**config.mk**
```make
export PLATFORM = sky130hd
export DESIGN_NAME = fp_mul_pipe
export DESIGN_NICKNAME = d
export VERILOG_FILES = /design/src/rtl/fp_pkg.sv /design/src/rtl/fp_mul_round.sv /design/src/rtl/fp_mul_pipe.sv
export SDC_FILE = /design/constraint.sdc
export NUM_CORES = 2
export LEC_CHECK = 0
export CAP_MARGIN = 20
export CORE_AREA = 2 2 232 234
export CTS_CLUSTER_SIZE = 24
export DETAILED_ROUTE_END_ITERATION = 6
export DIE_AREA = 0 0 234 236
export PLACE_DENSITY = 0.65
export RECOVER_POWER = 50
export SLEW_MARGIN = 25
export SYNTH_ARGS = -nofsm -noshare
export SYNTH_HDL_FRONTEND = slang
export SYNTH_SLANG_ARGS = --single-unit
export TNS_END_PERCENT = 10
```
**constraint.sdc**
```tcl
create_clock -name clk -period 6.9 [get_ports clk]
set_clock_uncertainty 0.05 [all_clocks]
set_input_delay 1.035 -clock clk [delete_from_list [all_inputs] [get_ports clk]]
set_output_delay 1.035 -clock clk [all_outputs]
set_load 0.02 [all_outputs]
```
**src/rtl/fp_pkg.sv**
```systemverilog
// fp_pkg
// Shared definitions for the pipelined floating-point multiplier.
//   - bias()      : exponent bias for a given exponent field width
//   - FLAG_*      : bit positions inside the 4-bit {invalid, overflow, underflow, inexact} flag word
//   - canon_nan() : canonical quiet NaN pattern for a given format
//   - fp_class_t  : operand classification used by the unpack stage
package fp_pkg;

    typedef enum logic [2:0] {
        ZERO,
        NORM,
        INF,
        QNAN,
        SNAN
    } fp_class_t;

    localparam int FLAG_NX  = 0;
    localparam int FLAG_UNF = 1;
    localparam int FLAG_OVF = 2;
    localparam int FLAG_INV = 3;

    function automatic int bias(input int exp_w);
        return (1 << (exp_w - 1)) - 1;
    endfunction

    // Returned wide; callers slice the low 1+exp_w+man_w bits.
    // Pattern is {0, all-ones exponent, fraction MSB set}.
    function automatic logic [63:0] canon_nan(input int exp_w, input int man_w);
        logic [63:0] v;
        v = '0;
        for (int i = 0; i < exp_w; i++) begin
            v[man_w + i] = 1'b1;
        end
        v[man_w - 1] = 1'b1;
        return v;
    endfunction

endpackage

```
**src/rtl/fp_mul_round.sv**
```systemverilog
// fp_mul_round
// Combinational round-and-pack for the multiplier's last stage.
// It rounds a normalised fraction to nearest-even and detects exponent overflow/underflow.
// It then packs the IEEE-754 result and its flag word.
// Ports:
//   sign    in   1          result sign
//   esum    in   EXP_W+2    biased exponent before rounding, signed
//   frac    in   MAN_W      normalised fraction (hidden bit removed)
//   guard   in   1          first bit below the fraction LSB
//   sticky  in   1          OR of every bit below guard
//   data    out  1+EXP_W+MAN_W  packed result
//   flags   out  4          {invalid, overflow, underflow, inexact}
module fp_mul_round #(
    parameter int EXP_W = 8,
    parameter int MAN_W = 23
) (
    input  logic                     sign,
    input  logic signed [EXP_W+1:0]  esum,
    input  logic [MAN_W-1:0]         frac,
    input  logic                     guard,
    input  logic                     sticky,
    output logic [EXP_W+MAN_W:0]     data,
    output logic [3:0]               flags
);
    import fp_pkg::*;

    localparam int EW = EXP_W + 2;
    localparam logic signed [EW-1:0] EXP_MAX  = EW'((1 << EXP_W) - 1);
    localparam logic signed [EW-1:0] EXP_ZERO = '0;

    logic                  round_up;
    logic [MAN_W:0]        frac_sum;
    logic signed [EW-1:0]  esum_r;

    always_comb begin
        round_up = guard & (sticky | frac[0]);
        frac_sum = {1'b0, frac} + {{MAN_W{1'b0}}, round_up};
        // A carry out means the fraction wrapped to zero and the value doubled.
        esum_r   = esum + $signed({{(EW-1){1'b0}}, frac_sum[MAN_W]});

        data  = '0;
        flags = '0;
        if (esum_r >= EXP_MAX) begin
            data            = {sign, {EXP_W{1'b1}}, {MAN_W{1'b0}}};
            flags[FLAG_OVF] = 1'b1;
            flags[FLAG_NX]  = 1'b1;
        end else if (esum_r <= EXP_ZERO) begin
            // Only finite nonzero operands reach this path, so the flushed value is always inexact.
            data            = {sign, {EXP_W{1'b0}}, {MAN_W{1'b0}}};
            flags[FLAG_UNF] = 1'b1;
            flags[FLAG_NX]  = 1'b1;
        end else begin
            data           = {sign, esum_r[EXP_W-1:0], frac_sum[MAN_W-1:0]};
            flags[FLAG_NX] = guard | sticky;
        end
    end

endmodule

```
**src/rtl/fp_mul_pipe.sv**
```systemverilog
// fp_mul_pipe
// This is a three-stage pipelined IEEE-754 multiplier, parametrised on format.
// Stage 1 unpacks, classifies and multiplies. Stage 2 normalises. Stage 3 rounds and packs.
// The whole pipe advances together whenever the output register is empty or being drained.
// Ports:
//   clk        in   1              rising-edge clock
//   rst_n      in   1              asynchronous active-low reset
//   in_valid   in   1              operand pair valid
//   in_ready   out  1              operands accepted this cycle
//   in_a/in_b  in   1+EXP_W+MAN_W  operands {sign, exp, frac}
//   in_tag     in   TAG_W          sideband tag
//   out_valid  out  1              result valid
//   out_ready  in   1              consumer accepts result
//   out_data   out  1+EXP_W+MAN_W  product
//   out_tag    out  TAG_W          tag of out_data
//   out_flags  out  4              {invalid, overflow, underflow, inexact}
module fp_mul_pipe #(
    parameter int EXP_W = 8,
    parameter int MAN_W = 23,
    parameter int TAG_W = 4
) (
    input  logic                   clk,
    input  logic                   rst_n,
    input  logic                   in_valid,
    output logic                   in_ready,
    input  logic [EXP_W+MAN_W:0]   in_a,
    input  logic [EXP_W+MAN_W:0]   in_b,
    input  logic [TAG_W-1:0]       in_tag,
    output logic                   out_valid,
    input  logic                   out_ready,
    output logic [EXP_W+MAN_W:0]   out_data,
    output logic [TAG_W-1:0]       out_tag,
    output logic [3:0]             out_flags
);
    import fp_pkg::*;

    localparam int W  = 1 + EXP_W + MAN_W;
    localparam int EW = EXP_W + 2;
    localparam int PW = 2 * MAN_W + 2;
    localparam logic signed [EW-1:0] BIAS_S   = EW'(bias(EXP_W));
    localparam logic [63:0]          NAN_FULL = canon_nan(EXP_W, MAN_W);
    localparam logic [W-1:0]         NAN_VAL  = NAN_FULL[W-1:0];

    function automatic fp_class_t classify(input logic [W-1:0] x);
        if (x[W-2:MAN_W] == '0) return ZERO;
        if (x[W-2:MAN_W] == '1) begin
            if (x[MAN_W-1:0] == '0) return INF;
            if (x[MAN_W-1])         return QNAN;
            return SNAN;
        end
        return NORM;
    endfunction

    logic adv;
    assign adv      = !out_valid | out_ready;
    assign in_ready = adv;

    // Stage 1 combinational: classify, exponent sum, significand product, special override.
    fp_class_t             cls_a, cls_b;
    logic                  nan_any, snan_any, inf_any, zero_any, inf_zero;
    logic                  s1_sign_d;
    logic signed [EW-1:0]  s1_esum_d;
    logic [PW-1:0]         s1_prod_d;
    logic                  s1_special_d;
    logic [W-1:0]          s1_spec_data_d;
    logic [3:0]            s1_spec_flags_d;

    always_comb begin
        cls_a     = classify(in_a);
        cls_b     = classify(in_b);
        nan_any   = (cls_a == QNAN) || (cls_a == SNAN) || (cls_b == QNAN) || (cls_b == SNAN);
        snan_any  = (cls_a == SNAN) || (cls_b == SNAN);
        inf_any   = (cls_a == INF) || (cls_b == INF);
        zero_any  = (cls_a == ZERO) || (cls_b == ZERO);
        inf_zero  = inf_any && zero_any;

        s1_sign_d = in_a[W-1] ^ in_b[W-1];
        s1_esum_d = $signed({2'b00, in_a[W-2:MAN_W]}) + $signed({2'b00, in_b[W-2:MAN_W]}) - BIAS_S;
        s1_prod_d = PW'({1'b1, in_a[MAN_W-1:0]}) * PW'({1'b1, in_b[MAN_W-1:0]});

        s1_special_d    = 1'b0;
        s1_spec_data_d  = '0;
        s1_spec_flags_d = '0;
        if (nan_any || inf_zero) begin
            s1_special_d              = 1'b1;
            s1_spec_data_d            = NAN_VAL;
            s1_spec_flags_d[FLAG_INV] = snan_any | inf_zero;
        end else if (inf_any) begin
            s1_special_d   = 1'b1;
            s1_spec_data_d = {s1_sign_d, {EXP_W{1'b1}}, {MAN_W{1'b0}}};
        end else if (zero_any) begin
            s1_special_d   = 1'b1;
            s1_spec_data_d = {s1_sign_d, {EXP_W{1'b0}}, {MAN_W{1'b0}}};
        end
    end

    logic                  s1_valid, s1_sign, s1_special;
    logic signed [EW-1:0]  s1_esum;
    logic [PW-1:0]         s1_prod;
    logic [W-1:0]          s1_spec_data;
    logic [3:0]            s1_spec_flags;
    logic [TAG_W-1:0]      s1_tag;

    // Stage 2 combinational: the product lies in [1,4), so at most one position of normalisation is needed.
    logic signed [EW-1:0]  norm_esum;
    logic [MAN_W-1:0]      norm_frac;
    logic                  norm_guard, norm_sticky;

    always_comb begin
        if (s1_prod[PW-1]) begin
            norm_esum   = s1_esum + EW'(1);
            norm_frac   = s1_prod[2*MAN_W:MAN_W+1];
            norm_guard  = s1_prod[MAN_W];
            norm_sticky = |s1_prod[MAN_W-1:0];
        end else begin
            norm_esum   = s1_esum;
            norm_frac   = s1_prod[2*MAN_W-1:MAN_W];
            norm_guard  = s1_prod[MAN_W-1];
            norm_sticky = |s1_prod[MAN_W-2:0];
        end
    end

    logic                  s2_valid, s2_sign, s2_special, s2_guard, s2_sticky;
    logic signed [EW-1:0]  s2_esum;
    logic [MAN_W-1:0]      s2_frac;
    logic [W-1:0]          s2_spec_data;
    logic [3:0]            s2_spec_flags;
    logic [TAG_W-1:0]      s2_tag;

    logic [W-1:0]          rnd_data;
    logic [3:0]            rnd_flags;

    fp_mul_round #(
        .EXP_W (EXP_W),
        .MAN_W (MAN_W)
    ) u_round (
        .sign   (s2_sign),
        .esum   (s2_esum),
        .frac   (s2_frac),
        .guard  (s2_guard),
        .sticky (s2_sticky),
        .data   (rnd_data),
        .flags  (rnd_flags)
    );

    // All three stages share one enable, so a stalled output freezes the whole pipe.
    always_ff @(posedge clk or negedge rst_n) begin
        if (!rst_n) begin
            s1_valid      <= 1'b0;
            s1_sign       <= 1'b0;
            s1_esum       <= '0;
            s1_prod       <= '0;
            s1_special    <= 1'b0;
            s1_spec_data  <= '0;
            s1_spec_flags <= '0;
            s1_tag        <= '0;
            s2_valid      <= 1'b0;
            s2_sign       <= 1'b0;
            s2_esum       <= '0;
            s2_frac       <= '0;
            s2_guard      <= 1'b0;
            s2_sticky     <= 1'b0;
            s2_special    <= 1'b0;
            s2_spec_data  <= '0;
            s2_spec_flags <= '0;
            s2_tag        <= '0;
            out_valid     <= 1'b0;
            out_data      <= '0;
            out_tag       <= '0;
            out_flags     <= '0;
        end else if (adv) begin
            s1_valid      <= in_valid;
            s1_sign       <= s1_sign_d;
            s1_esum       <= s1_esum_d;
            s1_prod       <= s1_prod_d;
            s1_special    <= s1_special_d;
            s1_spec_data  <= s1_spec_data_d;
            s1_spec_flags <= s1_spec_flags_d;
            s1_tag        <= in_tag;
            s2_valid      <= s1_valid;
            s2_sign       <= s1_sign;
            s2_esum       <= norm_esum;
            s2_frac       <= norm_frac;
            s2_guard      <= norm_guard;
            s2_sticky     <= norm_sticky;
            s2_special    <= s1_special;
            s2_spec_data  <= s1_spec_data;
            s2_spec_flags <= s1_spec_flags;
            s2_tag        <= s1_tag;
            out_valid     <= s2_valid;
            out_data      <= s2_special ? s2_spec_data  : rnd_data;
            out_flags     <= s2_special ? s2_spec_flags : rnd_flags;
            out_tag       <= s2_tag;
        end
    end

endmodule

```
Word level (Yosys, flattened, before mapping) --
Cells that the tools add are included.
Word-level totals: register bits 214, input bits 72, output and inout port bits 42, logic and storage cells 117
Operators by class: add/sub/neg operators 5, $mul 1, order comparisons 2, equal/unequal tests 8, muxes and demuxes 56, bitwise operators 6, reduce and logical (&&, ||, !) cells 17
Operator list (count):
- $mux W32 | 4
- $mux W31 | 2
- $mul A24 B24 Y48 | 1
- $mux W3 | 16
- $logic_not A23 Y1 | 2
- $mux W1 | 31
- $add A23 B1 Y24 | 1
- $mux W23 | 1
- $reduce_or A23 Y1 | 1
- $reduce_or A22 Y1 | 1
- $eq A8 B8 Y1 const B | 2
- $logic_not A8 Y1 | 2
- $eq A3 B2 Y1 const B | 4
- $add A10 B2 Y10 | 1
- $add A10 B2 Y10 const B | 1
- $ge A10 B9 Y1 const B | 1
- $le A10 B1 Y1 const B | 1
- $mux W10 | 1
- $sub A9 B7 Y10 const B | 1
- $add A8 B8 Y9 | 1
- $logic_or A1 B1 Y1 | 7
- $eq A3 B3 Y1 const B | 2
- $logic_not A3 Y1 | 2
- $mux W4 | 1
- 5 further kinds | 8

Logic depth before layout (Yosys ltp) --
depth after elaboration 18, gate-level depth with buffers 27

Hierarchy --
Synthesis repeated with hierarchy kept, for this count alone.
Unflattened totals: cells, all modules 3032, area, all modules 26676.8 sq um
By module, submodules not included:
- fp_mul_pipe | instances 1, cells each 2886, area an instance 25615.8 sq um, sequential area each 3903.7 sq um
- fp_mul_round | instances 1, cells each 146, area an instance 1061.0 sq um, sequential area each 0.0 sq um

Worst setup path before layout --
OpenSTA, ideal clock, no wires.
kind input -> register, start point input port in_b[3], end point register s1_prod[44], library setup time 0.137 ns, arrival time 7.120 ns, setup slack -0.407 ns, stages on the path 26, cell sequence clkbuf_1 -> nand2_1 -> fa_1 -> inv_1 -> fa_1 -> inv_1 -> fa_1 -> inv_1 -> fa_1 -> inv_1 -> fa_1 -> inv_1 -> fa_1 -> inv_1 -> fa_1 -> inv_1 -> ha_1 -> and4_1 -> nand2_1 -> nor2_1 -> a221o_1 -> a21oi_1 -> o21a_1 -> o41ai_1 -> xnor2_1 -> a21oi_1
On the way: cells in the longest elaborated chain, start to end 1
RTL lines:
- from (decl) | line fp_mul_pipe.sv:27 | input logic [EXP_W+MAN_W:0] in_b,
- $mul A24 B24 Y48 | line fp_mul_pipe.sv:79 | s1_prod_d = PW'({1'b1, in_a[MAN_W-1:0]}) * PW'({1'b1, in_b[MAN_W-1:0]});
- to (signal assigned) | line fp_mul_pipe.sv:175 | s1_prod <= s1_prod_d;
- to (decl) | line fp_mul_pipe.sv:99 | logic [PW-1:0] s1_prod;
Every way passes these cells. A chain may end at the register's enable or synchronous reset.

Final worst setup path --
start point input port in_a[7], end point register s1_prod[46]
On the way: cells in the longest elaborated chain, start to end 1
RTL lines:
- from (decl) | line fp_mul_pipe.sv:26 | input logic [EXP_W+MAN_W:0] in_a,
- $mul A24 B24 Y48 | line fp_mul_pipe.sv:79
Every way passes these cells.

==> impl_metrics.prom <==
# TYPE chip_impl_metric gauge
chip_impl_info{name="rsz0062_at_grt",value="yes"} 1
chip_impl_metric{name="num_rows",unit=""} 85
chip_impl_metric{name="worst-endpoint-arrival",unit="ps"} 7210
chip_impl_info{name="worstHoldStart",value="s1_prod[2]$_DFFE_PN0P_"} 1
chip_impl_metric{name="drv_slew",unit=""} 159
chip_impl_metric{name="initial_utilization",unit="%"} 49.2
chip_impl_metric{name="first_global_vias",unit=""} 22500
chip_impl_metric{name="drv_cap",unit=""} 2
chip_impl_info{name="crit_path_top_cell_by_count",value="sky130_fd_sc_hd__fa_1"} 1
chip_impl_info{name="layout_commonest_cell",value="sky130_fd_sc_hd__inv_1"} 1
chip_impl_metric{name="num_io_pins",unit=""} 114
chip_impl_info{name="clock_tree_from_tritoncts",value="built"} 1
chip_impl_metric{name="post-route-drc-count",unit=""} 0
chip_impl_metric{name="timing.critical_path.slowest_cell_delay",unit="ps"} 590
chip_impl_info{name="min_path_type",value="reg2reg"} 1
chip_impl_metric{name="clock_tree.htree_level_count",unit=""} 4
chip_impl_info{name="crit_chain",value="buf_4, bufbuf_16, buf_6, nand2_1, fa_1, fa_2, inv_2, fa_1, fa_1, fa_2, fa_1, inv_1, fa_2, inv_2, ha_4, a21o_1, o21bai_4, a21o_1, a211oi_2, o2111ai_1, a31o_1, a31oi_2, xor2_1, o21ai_1"} 1
chip_impl_info{name="critPathLaunch",value="in_a[7]"} 1
chip_impl_metric{name="clock_latency",unit="ps"} 420
chip_impl_metric{name="area_growth_syn_to_layout",unit="%"} 25.3
chip_impl_metric{name="grt_first_pass_wirelength",unit="µm"} 122000
chip_impl_metric{name="synth.avg_cell_area",unit="µm²"} 8.92
chip_impl_metric{name="yosys.area_share.xor_xnor",unit="%"} 2.95
chip_impl_info{name="primary_ff_master_synth",value="sky130_fd_sc_hd__dfrtp_1"} 1
chip_impl_metric{name="routed_wirelength",unit="µm"} 76300
chip_impl_metric{name="core",unit="mm²"} 0.0531
chip_impl_info{name="crit_slowest_cell",value="sky130_fd_sc_hd__fa_2"} 1
chip_impl_metric{name="post-route-period-util",unit="%"} 101
chip_impl_metric{name="clock_tree.buffer_depth",unit=""} 2
chip_impl_metric{name="synth_area",unit="mm²"} 0.0261
chip_impl_metric{name="synth_top_area_share",unit="%"} 37.1
chip_impl_metric{name="final_core_util",unit="%"} 61.6
chip_impl_metric{name="fraction_of_synthesized_area_in_multiplexers",unit="%"} 1.16
chip_impl_metric{name="post_route_cells_drive_above_1_share",unit="%"} 19.6
chip_impl_metric{name="final_nets",unit=""} 4078
chip_impl_info{name="status",value="complete, but fails checks"} 1
chip_impl_metric{name="fraction_of_the_mapped_netlist_area_in_simple_logic_gates",unit="%"} 17.4
chip_impl_metric{name="routedWlPerCell",unit="µm"} 18.9
chip_impl_metric{name="portBuffers",unit=""} 113
chip_impl_info{name="cts.root.buffer_cell",value="sky130_fd_sc_hd__clkbuf_16"} 1
chip_impl_metric{name="drt_first_iter_violations",unit=""} 1538
chip_impl_info{name="synth.top_cells.by_area",value="sky130_fd_sc_hd__fa_1, sky130_fd_sc_hd__dfrtp_1, sky130_fd_sc_hd__ha_1, sky130_fd_sc_hd__inv_1, sky130_fd_sc_hd__nand2_1"} 1
chip_impl_metric{name="crit_fanout",unit=""} 8
chip_impl_metric{name="die-area",unit="mm²"} 0.0552
chip_impl_metric{name="synth_nets",unit=""} 3672
chip_impl_metric{name="number_of_flops_mapped_to_enable_cells_by_yosys",unit=""} 0
chip_impl_info{name="commonest_cells_after_routing_fill_and_taps_aside",value="sky130_fd_sc_hd__inv_1, sky130_fd_sc_hd__nand2_1, sky130_fd_sc_hd__fa_1, sky130_fd_sc_hd__buf_4, sky130_fd_sc_hd__and2_1"} 1
chip_impl_metric{name="final.min_clock_period",unit="ps"} 6970
chip_impl_metric{name="ys_seq_area_share",unit="%"} 15.0
chip_impl_metric{name="synth.distinct_cells",unit=""} 62
chip_impl_metric{name="die_outline_width",unit="µm"} 234
chip_impl_metric{name="postSynthRegisterBits",unit=""} 156
chip_impl_metric{name="vias_per_cell",unit=""} 5.26
chip_impl_metric{name="final.fill_count",unit=""} 4443
chip_impl_info{name="violations_in_the_final_reports",value="max-capacitance violations, max-slew violations, negative setup slack"} 1
chip_impl_metric{name="synthAdderAreaFrac",unit="%"} 46.3
chip_impl_metric{name="number_of_antenna_violations_at_the_first_check_in_global_routing",unit=""} 1
chip_impl_metric{name="die_y",unit="µm"} 236
chip_impl_metric{name="ys_async_sr_fraction",unit="%"} 100
chip_impl_info{name="largest_family_of_logic_cells_by_synthesized_area",value="adder cells"} 1
chip_impl_metric{name="yosys_warnings",unit=""} 0
chip_impl_metric{name="clock.fmax",unit="GHz"} 0.143
chip_impl_metric{name="clk_pin_slew_worst_paths",unit="ps"} 60
chip_impl_metric{name="globalplace.congestion",unit=""} 0.919
chip_impl_metric{name="detailed_place_hpwl",unit="µm"} 60600
chip_impl_metric{name="measured_slew_at_the_worst_slew_check_pin",unit="ps"} 4470
chip_impl_metric{name="compound_gate_portion_of_the_synthesized_area",unit="%"} 6.75
chip_impl_info{name="dominant_cell_type_by_area_after_synthesis",value="sky130_fd_sc_hd__fa_1"} 1
chip_impl_metric{name="antenna_violating_nets_post_route",unit=""} 0
chip_impl_metric{name="required",unit="ps"} 7140
chip_impl_metric{name="slew-limit-headroom",unit="%"} -198
chip_impl_metric{name="final_critical_path_setup_slack",unit="ps"} -70.5
chip_impl_info{name="end_kind",value="register"} 1
chip_impl_metric{name="final_hold_viol_count",unit=""} 0
chip_impl_info{name="critPathKind",value="in2reg"} 1
chip_impl_metric{name="final-setup-viol-count",unit=""} 5
chip_impl_metric{name="cts_sinks",unit=""} 156
chip_impl_metric{name="global_route.overflow_total",unit=""} 0
chip_impl_metric{name="post_synth_inst_count",unit=""} 2924
chip_impl_metric{name="pin_count_of_the_biggest_net_entering_global_routing",unit=""} 100
chip_impl_metric{name="drt_pre_antenna_iters",unit=""} 5
chip_impl_metric{name="tritoncts.num_buffers",unit=""} 17
chip_impl_metric{name="grt_use_total",unit="%"} 28.5
chip_impl_metric{name="detailroute.via_count",unit=""} 21200
chip_impl_info{name="setup.worst_path.start_class",value="input pin"} 1
chip_impl_info{name="reg_to_reg_startpoint",value="s2_sticky$_DFFE_PN0P_"} 1
-- through the flow --
| step | hold slack (ps) | std cells | TNS [ps] | cell area, µm² | setup slack (ps) |
|---|---|---|---|---|---|
| floorplan | 380 | 2924 | -9.22 | 26300 | -8.39 |
| global placement | 394 | 3913 | -25200 | 30500 | -1020 |
| detailed placement | 408 | 3913 | -26890 | 30500 | -1060 |
| CTS | 422 | 4034 | -110 | 32500 | -36.4 |
| global route | 444 | 4040 | -3910 | 32700 | -263 |
| finish | 418 | 4040 | -173 | 32700 | -70.5 |
-- state kept, by name (all words and copies together), names as in the netlist --
name           flops
out_data          32
out_flags          4
out_tag            4
out_valid          1
s1_esum           10
s1_prod           48
s1_sign            1
s1_spec_data       3
s1_spec_flags      1
s1_special         1
s1_tag             4
s1_valid           1
s2_esum           10
s2_frac           23
s2_guard           1
s2_sign            1
s2_spec_data       3
s2_spec_flags      1
s2_special         1
s2_sticky          1
s2_tag             4
s2_valid           1
-- logic make-up after synthesis --
kind of cell / count (synthesis)
buffers and inverters: 723
xor gates and xnor gates: 88
AOI/OAI and AO/OA: 290
and+or+nand+nor: 961
DFF: 156
muxes: 30
adders and majority gates: 676
-- layout make-up --
class | instances | area, µm² | area share (%)
Antenna cell | 1 | 2.50 | 0.00765
Tap cell | 696 | 871 | 2.66
Clock buffer | 22 | 474 | 1.45
Inverter | 579 | 2210 | 6.76
Multi-Input combinational cell | 2045 | 20100 | 61.4
Sequential cell | 156 | 3900 | 11.9
Clock inverter | 10 | 91.3 | 0.279
Timing Repair Buffer | 531 | 5070 | 15.5
-- timing repair --
action,CTS,global route
buffers inserted,78,6
hold endpoints to repair,0,0
pin swaps,161,70
cloned,12,0
hold buffers,0,0
gates resized for setup,315,60
setup endpoints to repair,30,22
-- worst paths after layout --
kind / end / depth (start not counted) / slack [ps]
min in group asynchronous: out_data[15]$_DFFE_PN0P_ / 1 / 2150
hold / removal: s1_prod[2]$_DFFE_PN0P_ / 2 / 420
setup / recovery: s1_prod[46]$_DFFE_PN0P_ / 24 / -70
setup reg to reg: out_data[8]$_DFFE_PN0P_ / 18 / 2140
hold reg to reg: s1_prod[2]$_DFFE_PN0P_ / 2 / 420
max in group asynchronous: s1_prod[11]$_DFFE_PN0P_ / 2 / 1220
-- routing by layer --
metal,wire (µm),GRT usage (%)
met5,0,0
met4,3440,11.0
met3,5300,3.43
met2,36000,46.7
met1,31600,38.7
-- Yosys cell counts (21+ instances only) --
cell type,n
sky130_fd_sc_hd__nor2_1,114
sky130_fd_sc_hd__xor2_1,44
sky130_fd_sc_hd__nand2_1,478
sky130_fd_sc_hd__a21oi_1,89
sky130_fd_sc_hd__dfrtp_1,156
sky130_fd_sc_hd__mux2i_1,28
sky130_fd_sc_hd__o21ai_0,69
sky130_fd_sc_hd__ha_1,193
sky130_fd_sc_hd__a21o_1,33
sky130_fd_sc_hd__xnor2_1,44
sky130_fd_sc_hd__clkbuf_1,128
sky130_fd_sc_hd__and2_1,242
sky130_fd_sc_hd__fa_1,483
sky130_fd_sc_hd__inv_1,575
sky130_fd_sc_hd__o21ai_1,28
sky130_fd_sc_hd__nand3_1,28
sky130_fd_sc_hd__and3_1,21
-- worst max-delay path, delay by kind of cell --
family / cells / cell delay (ps)
adders and majority gates: 8 / 3800
AOI/OAI and AO/OA: 8 / 1460
buffers and inverters: 6 / 660
xor gates and xnor gates: 1 / 160
and+or+nand+nor: 1 / 80
Power is left out: the tool's default activity adds up to more than one toggle a clock period on the data nets, which glitch-free logic cannot reach.
